==> src/rtl/led_hex_decoder.sv <==
`default_nettype none
// ============================================================================
// Module   : led_hex_decoder
// Brief    : Recovers the hex value shown on a multiplexed, active-low 4-digit
//            7-segment scan and publishes it once per complete frame.
//            Optional decimal-point capture: define LED_HEX_DECODER_DP_EN.
// Revision : 1.0 - initial release
// ============================================================================
module led_hex_decoder #(
    parameter int STABLE    = 1,
    parameter int TIMEOUT_W = 16
) (
    input  logic        sclk,
    input  logic        reset,
    input  logic [7:0]  led_c,
    input  logic [3:0]  led_a,
    output logic [15:0] number,
    output logic        frame,
    output logic        err,
    output logic        stale,
    output logic [3:0]  dp
);

`ifdef LED_HEX_DECODER_DP_EN
    localparam int c_seg_w = 8;
`else
    localparam int c_seg_w = 7;
`endif
    localparam logic [3:0] c_stable = 4'(STABLE);

    logic [c_seg_w-1:0]   r_c_s1, r_c_s2, r_c_prev;
    logic [3:0]           r_a_s1, r_a_s2, r_a_prev;
    logic [3:0]           r_run;
    logic [2:0]           r_got;
    logic [3:0]           r_sh0, r_sh1, r_sh2;
    logic [15:0]          r_number;
    logic                 r_frame, r_err;
    logic [TIMEOUT_W-1:0] r_stale_cnt;

    logic       w_same, w_qual, w_blank, w_a_ok, w_glyph_ok;
    logic       w_acc, w_err, w_done;
    logic [3:0] w_run_nxt, w_nib;
    logic [1:0] w_dig;

    always_comb begin
        w_same = (r_c_s2 == r_c_prev) && (r_a_s2 == r_a_prev);
        if (!w_same)
            w_run_nxt = 4'd1;
        else if (r_run == 4'd15)
            w_run_nxt = 4'd15;
        else
            w_run_nxt = r_run + 4'd1;
    end

    // A saturated run that already sits at STABLE must not re-qualify.
    assign w_qual = (w_run_nxt == c_stable) && !(w_same && (r_run == c_stable));

    always_comb begin
        w_blank = 1'b0;
        w_a_ok  = 1'b1;
        w_dig   = 2'd0;
        case (r_a_s2)
            4'b1111: w_blank = 1'b1;
            4'b1110: w_dig   = 2'd0;
            4'b1101: w_dig   = 2'd1;
            4'b1011: w_dig   = 2'd2;
            4'b0111: w_dig   = 2'd3;
            default: w_a_ok  = 1'b0;
        endcase
    end

    always_comb begin
        w_glyph_ok = 1'b1;
        w_nib      = 4'h0;
        case (r_c_s2[6:0])
            7'b1000000: w_nib = 4'h0;
            7'b1111001: w_nib = 4'h1;
            7'b0100100: w_nib = 4'h2;
            7'b0110000: w_nib = 4'h3;
            7'b0011001: w_nib = 4'h4;
            7'b0010010: w_nib = 4'h5;
            7'b0000010: w_nib = 4'h6;
            7'b1111000: w_nib = 4'h7;
            7'b0000000: w_nib = 4'h8;
            7'b0010000: w_nib = 4'h9;
            7'b0001000: w_nib = 4'hA;
            7'b0000011: w_nib = 4'hB;
            7'b1000110: w_nib = 4'hC;
            7'b0100001: w_nib = 4'hD;
            7'b0000110: w_nib = 4'hE;
            7'b0001110: w_nib = 4'hF;
            default:    w_glyph_ok = 1'b0;
        endcase
    end

    assign w_err  = w_qual && !w_blank && !(w_a_ok && w_glyph_ok);
    assign w_acc  = w_qual && !w_blank && w_a_ok && w_glyph_ok;
    assign w_done = w_acc && (w_dig == 2'd3) && (&r_got);

    // Sync flops clear to all-ones: the idle (blanked) level of the active-low
    // lines, so coming out of reset never qualifies a bogus all-zero anode.
    always_ff @(posedge sclk or posedge reset) begin
        if (reset) begin
            r_c_s1      <= '1;
            r_c_s2      <= '1;
            r_c_prev    <= '1;
            r_a_s1      <= 4'hF;
            r_a_s2      <= 4'hF;
            r_a_prev    <= 4'hF;
            r_run       <= 4'd0;
            r_got       <= 3'b000;
            r_sh0       <= 4'h0;
            r_sh1       <= 4'h0;
            r_sh2       <= 4'h0;
            r_number    <= 16'h0000;
            r_frame     <= 1'b0;
            r_err       <= 1'b0;
            r_stale_cnt <= '1;
        end else begin
            r_c_s1   <= led_c[c_seg_w-1:0];
            r_c_s2   <= r_c_s1;
            r_c_prev <= r_c_s2;
            r_a_s1   <= led_a;
            r_a_s2   <= r_a_s1;
            r_a_prev <= r_a_s2;
            r_run    <= w_run_nxt;
            r_frame  <= w_done;
            r_err    <= w_err;

            if (w_err || w_done) begin
                r_got <= 3'b000;
            end else if (w_acc) begin
                case (w_dig)
                    2'd0:    begin r_got[0] <= 1'b1; r_sh0 <= w_nib; end
                    2'd1:    begin r_got[1] <= 1'b1; r_sh1 <= w_nib; end
                    2'd2:    begin r_got[2] <= 1'b1; r_sh2 <= w_nib; end
                    default: ;
                endcase
            end

            if (w_done)
                r_number <= {r_sh0, r_sh1, r_sh2, w_nib};

            if (w_done)
                r_stale_cnt <= '0;
            else if (!(&r_stale_cnt))
                r_stale_cnt <= r_stale_cnt + 1'b1;
        end
    end

    assign number = r_number;
    assign frame  = r_frame;
    assign err    = r_err;
    assign stale  = &r_stale_cnt;

`ifdef LED_HEX_DECODER_DP_EN
    logic [2:0] r_dp_sh;
    logic [3:0] r_dp;
    logic       w_pt;

    assign w_pt = ~r_c_s2[7];

    always_ff @(posedge sclk or posedge reset) begin
        if (reset) begin
            r_dp_sh <= 3'b000;
            r_dp    <= 4'b0000;
        end else begin
            if (w_acc) begin
                case (w_dig)
                    2'd0:    r_dp_sh[0] <= w_pt;
                    2'd1:    r_dp_sh[1] <= w_pt;
                    2'd2:    r_dp_sh[2] <= w_pt;
                    default: ;
                endcase
            end
            if (w_done)
                r_dp <= {w_pt, r_dp_sh};
        end
    end

    assign dp = r_dp;
`else
    logic w_unused_dp;
    assign w_unused_dp = led_c[7];
    assign dp = 4'b0000;
`endif

endmodule
`default_nettype wire
==> config.mk <==
export PLATFORM = sky130hd
export DESIGN_NAME = led_hex_decoder
export DESIGN_NICKNAME = d
export VERILOG_FILES = /design/src/rtl/led_hex_decoder.sv
export SDC_FILE = /design/constraint.sdc
export NUM_CORES = 1
export LEC_CHECK = 0
export BUFFER_PORTS_ARGS = -buffer_cell sky130_fd_sc_hd__buf_2
export CAP_MARGIN = 40
export CORE_MARGIN = 3
export CORE_UTILIZATION = 45
export DETAILED_ROUTE_END_ITERATION = 16
export PLACE_DENSITY = 0.65
export SKIP_LAST_GASP = 1
export SYNTH_ARGS = -nofsm -noshare
export SYNTH_HDL_FRONTEND = slang
export SYNTH_SLANG_ARGS = --single-unit
==> constraint.sdc <==
create_clock -name sclk -period 3.1 [get_ports sclk]
set_input_delay 0.155 -clock sclk [delete_from_list [all_inputs] [get_ports sclk]]
set_output_delay 0.155 -clock sclk [all_outputs]
set_load 0.02 [all_outputs]
# ---- Word level (Yosys, flattened, before mapping)
# Cells that the tools add are included.
dict set report op_classes {
  mux 14
  add_sub_neg 2
  reduce_logical 30
  eq_ne 29
  n_bitwise 1
}
# op count
set op_table {}
lappend op_table {{$pmux W4 S15} 1}
lappend op_table {{$mux W16} 2}
lappend op_table {{$eq A7 B7 Y1 const B} 4}
lappend op_table {{$eq A7 B5 Y1 const B} 3}
lappend op_table {{$eq A7 B6 Y1 const B} 3}
lappend op_table {{$eq A4 B4 Y1 const B} 5}
lappend op_table {{$add A16 B1 Y16 const B} 1}
lappend op_table {{$reduce_and A16 Y1} 1}
lappend op_table {{$reduce_or A16 Y1} 1}
lappend op_table {{$eq A7 B2 Y1 const B} 2}
lappend op_table {{$eq A7 B4 Y1 const B} 2}
lappend op_table {{$reduce_and A3 Y1} 4}
lappend op_table {{$logic_and A1 B1 Y1} 10}
lappend op_table {{$eq A4 B1 Y1 const B} 2}
lappend op_table {{$mux W4} 2}
lappend op_table {{$reduce_bool A2 Y1} 4}
lappend op_table {{$eq A7 B3 Y1 const B} 1}
lappend op_table {{$eq A7 B7 Y1} 1}
lappend op_table {{$logic_not A7 Y1} 1}
lappend op_table {{$mux W1} 6}
lappend op_table {{$mux W3} 2}
lappend op_table {{$pmux W2 S3} 1}
lappend op_table {{$reduce_and A2 Y1} 3}
lappend op_table {{$reduce_or A5 Y1} 1}
lappend op_table {{other kinds (10)} 13}
dict set report word_totals {
  reg_bits 86
  out_inout_bits 23
  in_bits 14
  elab_cells 93
}

# ---- Logic depth before layout (Yosys ltp)
# Gate-level depths: netlist of run 1.
dict set report depth {
  depth_word 13
  depth_mapped 10
  mapped_depth_nobuf 8
}

# ---- Least setup slack after synthesis of run 1
# No wires, ideal clock.
dict set report synth_timing {
  path_type {reg-to-reg}
  from {register r_run[0]}
  to {register r_number[10] (netlist: number[10])}
  setup_time_ns 0.125
  arrival_time_ns 2.216
  slack_ns 0.759
  period_less_slack_ns 2.341
  path_stages_with_launch 9
  required_time_ns 2.975
  path_cell_list {dfrtp_1 -> ha_1 -> nor2_1 -> a21oi_1 -> nor4b_1 -> nor2_2 -> nor3_4 -> buf_8 -> mux2_4}
}
dict set report synth_via {
  elab_chain_cells 10
}
# item line
set synth_rtl {}
lappend synth_rtl {{start, declared} 33} ;# logic [3:0] r_run;
lappend synth_rtl {{start signal, assigned} 126} ;# r_run <= w_run_nxt;
lappend synth_rtl {{$add A4 B1 Y4 or $eq A4 B4 Y1 (tied branches)} {52, 49}}
lappend synth_rtl {{$mux W4} 49} ;# else if (r_run == 4'd15)
lappend synth_rtl {{$mux W4} 47} ;# if (!w_same)
lappend synth_rtl {{$eq A4 B1 Y1} 56} ;# assign w_qual = (w_run_nxt == c_stable) && !(w_same && (r_run == c_stable));
lappend synth_rtl {{$logic_and A1 B1 Y1 *} 56}
lappend synth_rtl {{$logic_and A1 B1 Y1 * (3 in a row)} 97} ;# assign w_acc = w_qual && !w_blank && w_a_ok && w_glyph_ok;
lappend synth_rtl {{$logic_and A1 B1 Y1 * (2 in a row)} 98} ;# assign w_done = w_acc && (w_dig == 2'd3) && (&r_got);
lappend synth_rtl {{end signal, assigned} 142} ;# r_number <= {r_sh0, r_sh1, r_sh2, w_nib};
lappend synth_rtl {{end, declared} 36} ;# logic [15:0] r_number;
# Every way passes the cells marked *; elsewhere a longest branch is shown, timed or not.
# A chain may end at the register's enable or synchronous reset.

# ---- Worst setup path after layout of run 1
dict set report layout_timing {
  from {register r_run[0]}
  to {register r_number[13] (netlist: number[13])}
}
# The elaborated chain is that of the path after synthesis.

==> summary.txt, run 1 <==
Outcome
  – Status: complete, no violations

Routing
  – Detailed-route via count: 2336
  – ANT nets after route: 0
  – DRT iter0 DRCs: 118
  – DR DRC count: 0
  – WL final: 6306 um
  – First-pass detailed-route iteration total: 4
  – Vias/cell: 5.100
  – Routed WL per cell: around 14 um

Worst hold path
  – Hold Path Class: reg2reg

Die
  – Core ar.: ~8300 um^2
  – Die ar.: a little under 10000 um^2
  – # IOs: 37
  – Die height: just under 100 um
  – Die Width: 98.72 um
  – Site Rows: 33
  – Initial Utilization: 46.62%

Final layout
  – Finished Cell Area: around 4400 um^2
  – Core Util, Final: between 50% and 60%
  – Layout cells sized above 1: 39.66%
  – Fin nets: 365
  – Layout area overhead: 13.16%
  – N_diodes: 0

Synth
  – Post-synth EDFFs: 0
  – Synth area leaders: dfstp_2, dfrtp_1, mux2_4
  – Post-synthesis cell type count: 55
  – Synth top cells by count: dfstp_2, dfrtp_1, nor2_1
  – Compound-Gate Fraction of Synth Area: 6.145%
  – Synth Cell Area: 3869 um^2
  – Multiplexer area fraction after synthesis: 9.411%
  – Simple-Gate Fraction of Synth Area: 16.14%
  – Largest family of logic cells by synthesized area: simple AND/OR/NAND/NOR gates
  – Mean post-synth cell area: 12.64 um^2
  – Asr flop ratio synth: 100.0%
  – Synth Area in XOR/XNOR: 5.433%
  – Synthesis Warnings: 0
  – Register area share after synthesis: 57.21%
  – Synth Instances: 306
  – Flops & latches, synth: between 80 and 90
  – Post-synth top flop: dfstp_2
  – Adder-cell area share of the yosys netlist: less than 1%
  – Most common cell in the netlist: dfstp_2
  – Post-synth top area cell: dfstp_2
  – Post-synth top area share: 33.28%

Placed design
  – Count of input and output buffers: 31
  – GPL Wtd Cong: 0.8328
  – Placed inst area: between 4000 and 5000 um^2
  – DP Wirelength: 4160 um

Timing
  – # setup viols final: 0
  – Rel. slew slack: a little over 50%
  – RSZ-0062 raised after global routing: false
  – Max Freq: 377.2 MHz
  – Worst Skew: 0.009077 ns
  – Slew Limit Fails: 0
  – Hold slack: 0.3584 ns
  – Worst Tran Pin Value: 0.7408 ns
  – Setup_tns: 0 ns
  – Final period util: 85.53%
  – Hold Vio Cnt, Final: 0
  – Post-route minimum period: about 2.7 ns

Clock network
  – Root buffer cell: clkbuf_8
  – Cts repair resizes: 0
  – Clk_lat worst skew: 0.35 ns
  – CTS Buffer Depth: 2
  – TritonCTS clock tree: done
  – CTS Sinks: 86
  – H-tree Lvls: 3
  – Num CTS Buffers: 9
  – Clk slew on worst S/H paths: about 0.09 ns

Global route
  – GRT Util Overall: between 10 and 15%
  – Largest net degree at the start of global routing: 46
  – Remaining Overflow, GRT: 0
  – Initial antenna violation count: 0
  – Vias in the first global route: 2279
  – Global-route wire length before repair: 11110 um

Worst setup path
  – Startpoint types: register
  – Critical Path Fanout Max: 32
  – Critical path type: reg2reg
  – CP endpoint kind: register
  – R2r setup slk: ~0.45 ns
  – CP arrival: ~2.9 ns
  – CP Data Required Time: around 3.3 ns

Pwr
  – Worst vdd ir: 258.8 uV
  – Cell Pwr Density: 473.5 nW/um^2
  – Static Leak: 0.001912 uW

Flow run
  – Max Cap Viol: 0
## per-stage QoR
step           instances  worst slack [ns]  total power, uW
3_3_place_gp         430            0.5316             1313
2_1_floorplan        309            0.7593             1294
4_1_cts              458            0.4304             2112
3_5_place_dp         430            0.4642             1317
5_1_grt              458            0.2144             2181
6_report             458            0.4485             2073
## power breakdown
group	total, uW	switching, uW	leakage, uW	internal, uW
Sequential	1200	31.8	0.00102	1170
Combinational	105	57.4	0.000803	47.5
Clock	767	392	0.0000899	375
Total	2070	482	0.00191	1590
## final cells by class
type | count | area (um^2)
tap | 105 | 131.4
multi-input combinational | 197 | 1489
fill | 700 | 3921
clock buffer | 11 | 131.4
clock inverter | 5 | 58.81
timing repair buffer | 46 | 322.8
inverter | 8 | 31.28
sequential | 86 | 2213
## layer usage
layer	global-route usage [%]	routed length [um]	vias up
li1	-	-	1144
met1	20.43	3136	1138
met2	20.70	2813	43
met3	3.255	238	11
met4	5.987	119	0
met5	0	0	-
## cell usage in the layout (no fill, tap or decap), types with 3 or more instances in the layout
| cell type | n |
|---|---|
| and4_1 | 5 |
| a21oi_1 | 10 |
| nor2_1 | 24 |
| nand4_1 | 4 |
| o21ai_0 | 6 |
| dfstp_2 | 49 |
| conb_1 | 4 |
| inv_1 | 7 |
| xor2_1 | 22 |
| nor3_1 | 8 |
| mux2_2 | 15 |
| a31oi_1 | 6 |
| ha_1 | 3 |
| dfrtp_1 | 37 |
| nor3b_1 | 3 |
| nand2_1 | 14 |
| nand2b_1 | 3 |
| clkbuf_8 | 9 |
| nor2b_1 | 4 |
| dlygate4sd3_1 | 12 |
| buf_2 | 31 |
| mux2_4 | 13 |
| nand3_1 | 16 |
## flip-flops by register name (all words and copies together), names as in the netlist
| name | flops |
|---|---|
| r_sh2 | 4 |
| r_run | 4 |
| r_a_prev | 4 |
| r_sh1 | 4 |
| err | 1 |
| number | 16 |
| r_c_s2 | 7 |
| r_stale_cnt | 16 |
| r_a_s1 | 4 |
| frame | 1 |
| r_got | 3 |
| r_c_prev | 7 |
| r_c_s1 | 7 |
| r_sh0 | 4 |
| r_a_s2 | 4 |
## critical path: stages, from the launching register on
cell,delay (ns)
dfrtp_1,0.44
ha_1,0.26
nor2_1,0.15
a21oi_1,0.09
nor4b_1,0.57
nor2_2,0.18
nor3_4,0.23
buf_12,0.24
mux2_2,0.35
## timing repair
action                                 CTS  global route
endpoints found under the hold margin   22             0
buffers inserted                         0             0
hold buffers                            12             0
## worst paths after layout
| kind | start | end | cells after the start |
|---|---|---|---|
| max | r_run[0] | number[13] | 8 |
| min | r_c_s1[6] | r_c_s2[6] | 0 |
| max reg2reg | r_run[0] | number[13] | 8 |
| min reg2reg | r_c_s1[6] | r_c_s2[6] | 0 |
| max in group asynchronous | reset | r_stale_cnt[10] | 4 |
| min in group asynchronous | reset | r_run[1] | 3 |
## kinds of logic (layout without fill, tap and decap cells)
kind of cell	count (synthesis)	after routing
other	1	4
AOI/OAI and AO/OA	34	34
DFF	86	86
xor gates and xnor gates	24	24
muxes	28	28
adders and majority gates	3	3
and+or+nand+nor	104	104
buffers and inverters	26	70
Note: power is estimated with default switching activity, not from simulation.
==> run 2: changes to the inputs <==
==> constraint.sdc (replaced) <==
create_clock -name sclk -period 2.47 [get_ports sclk]
set_input_delay 0.1235 -clock sclk [delete_from_list [all_inputs] [get_ports sclk]]
set_output_delay 0.1235 -clock sclk [all_outputs]
set_load 0.02 [all_outputs]
==> run 2 against run 1 <==
Setup slack worse by 0.32 ns. Flip-flop and latch count unchanged. Sequential share of layout area down 1.4 points. Die area unchanged. Clock-buffer cell count decreased by 2. Power rose by 28%. Via count is 2.6% higher. Clock skew grew 0.0037 ns.
==> summary.txt, run 2 (same netlist as run 1, synthesis figures left out) <==
Outcome
  – Status: complete, no violations

Pwr
  – Cell Pwr Density: 590.1 nW/um^2
  – Worst vdd ir: 255.3 uV
  – Sw frac: 24.15%
  – Static Leak: 0.001996 uW
  – Sequential power share: 56.5%
  – Comb pwr share: 5.8%
  – Cell-internal power: approximately 2000 uW
  – Power share of the clock group: 37.7%
  – Net switching power: 642.1 uW

Die
  – Die height: 98.72 um
  – Site Rows: 33
  – Initial Utilization: 46.62%
  – Die Width: 98.72 um
  – # IOs: 37
  – Core ar.: 8299 um^2
  – Die ar.: 9746 um^2

Final layout
  – Most frequent cells in the layout: dfstp_2, dfrtp_1, buf_2, nor2_1, xor2_1
  – N_diodes: 0
  – Core Util, Final: between 50% and 60%
  – FF+latch area: 2215 um^2
  – Fin nets: between 300 and 400
  – Non-filler cells, final: 473
  – Commonest non-fill, non-tap cell in the layout: dfstp_2
  – Layout fillers: 723
  – Layout cells sized above 1: 43.21%
  – Footprint of the multi-input gates: approximately 1500 um^2
  – Layout area overhead: 16.46%

Global route
  – Global-route wire length before repair: 11320 um
  – Largest net degree at the start of global routing: 55
  – Remaining Overflow, GRT: 0
  – GRT Util Overall: roughly 14%
  – Initial antenna violation count: 0
  – Vias in the first global route: 2366

Worst setup path
  – Slowest stage cell, crit path: or4_1
  – CP Depth: 7
  – Critical Path Fanout Max: 25
  – Worst r2r dst: number[12]
  – CP bufs+invs: 2
  – CP endpoint kind: register
  – Worst setup startpoint: r_c_s2[3]
  – R2r setup slk: 0.13 ns
  – Reg2Reg Launch Point: r_c_s2[3]
  – CP arrival: between 2 and 3 ns
  – Worst r2r path cells: 7
  – Crit-path leading delay family: simple AND/OR/NAND/NOR gates
  – CP Data Required Time: 2.72 ns
  – Startpoint types: register
  – Cells along the critical path: buf_2 -> or4_1 -> o221ai_2 -> nor4b_4 -> nor3_4 -> buf_12 -> mux2_2
  – Worst setup endpoint: number[12]
  – Critical path type: reg2reg
  – Worst path max stage delay: approximately 0.44 ns

Clock network
  – Clk slew on worst S/H paths: approximately 0.10 ns
  – CTS Buffer Depth: 2
  – H-tree Lvls: 3
  – TritonCTS clock tree: done
  – Root buffer cell: clkbuf_8
  – Clk_lat worst skew: 0.36 ns
  – CTS Sinks: between 80 and 90
  – Num CTS Buffers: 9

Routing
  – DRT iter0 DRCs: 110
  – Detailed-route via count: 2396
  – ANT nets after route: 0
  – First-pass detailed-route iteration total: 4
  – Routed WL per cell: 13.98 um
  – Vias/cell: roughly 5
  – DR DRC count: 0
  – WL final: 6613 um

Placed design
  – Count of input and output buffers: 31
  – DP Wirelength: 4306 um
  – DP Worst Slack: around 0.081 ns
  – GPL Wtd Cong: 0.8384
  – Placed insts: 439

Timing
  – Setup_tns: 0 ns
  – Worst Skew: 0.01274 ns
  – Post-route minimum period: 2.344 ns
  – Slew Limit Fails: 0
  – Max Freq: 426.6 MHz
  – Hold Vio Cnt, Final: 0
  – Rel. slew slack: 57.77%
  – # setup viols final: 0
  – Final period util: 94.91%
  – Hold slack: between 0.3 and 0.4 ns
  – Final setup margin: 0.1257 ns
  – Worst Tran Pin Value: 0.6305 ns
  – RSZ-0062 raised after global routing: false

Worst hold path
  – Hold Path Class: in2async

Flow run
  – Max Cap Viol: 0
-- run 2: cell count changes in the layout (fill, tap and decap cells not counted), sizes merged --
cell,previous run,this run
clkbuf,11,9
buf,34,49
inv,8,10
-- run 2: layout make-up --
class / instances / area share (%)
well taps: 105 / 2.916
repair buffers: 61 / 9.608
flip-flops and latches: 86 / 49.15
inverters: 8 / 0.6943
clock inverters: 7 / 1.777
clock buffers: 9 / 2.749
multi-input cells: 197 / 33.10
-- run 2: what timing repair did --
item / 4_1_cts / 5_1_grt
gates resized for setup: 0 / 2
hold endpoints to repair: 27 / 0
endpoints found under the setup margin: 0 / 27
setup buffers: 0 / 6
hold buffers: 12 / 0
-- run 2: metrics by stage --
stage | cell area, um^2 | power [uW]
final | 4506 | 2659
after global routing | 4506 | 2781
after CTS | 4459 | 2692
after detailed placement | 4135 | 1660
after global placement | 4135 | 1655
after floorplan | 3880 | 1624
-- run 2: worst min-delay path by stage --
stage / cells after the start / endpoint / slack [ns]
2_1_floorplan: 0 / r_a_s1[0] / 0.13
3_3_place_gp: 2 / r_sh0[3] / 0.20
3_5_place_dp: 2 / number[1] / 0.21
4_1_cts: 3 / r_sh0[3] / 0.34
5_1_grt: 0 / r_c_s2[4] / 0.36
6_report: 3 / number[1] / 0.35
-- run 2: tightest hold or removal path: cells and delay by family --
family / cells / cell delay (ns)
buffers and inverters: 3 / 1.04
-- run 2: power groups by stage --
| stage | sequential [uW] | clock [uW] | combinational, uW |
|---|---|---|---|
| after global placement | 1530 | 0 | 128 |
| final | 1500 | 1000 | 153 |
| after CTS | 1500 | 1040 | 146 |
| after global routing | 1510 | 1100 | 172 |
| after floorplan | 1510 | 0 | 117 |
| after detailed placement | 1530 | 0 | 131 |
-- run 2: metal layers --
| layer | GRT usage [%] | vias to the layer above | part of all wire, % |
|---|---|---|---|
| met5 | 0 | - | 0 |
| met4 | 5.357 | 0 | 1.5 |
| met3 | 4.034 | 11 | 3.7 |
| met2 | 21.58 | 42 | 45 |
| met1 | 20.33 | 1172 | 49 |
| li1 | - | 1171 | - |
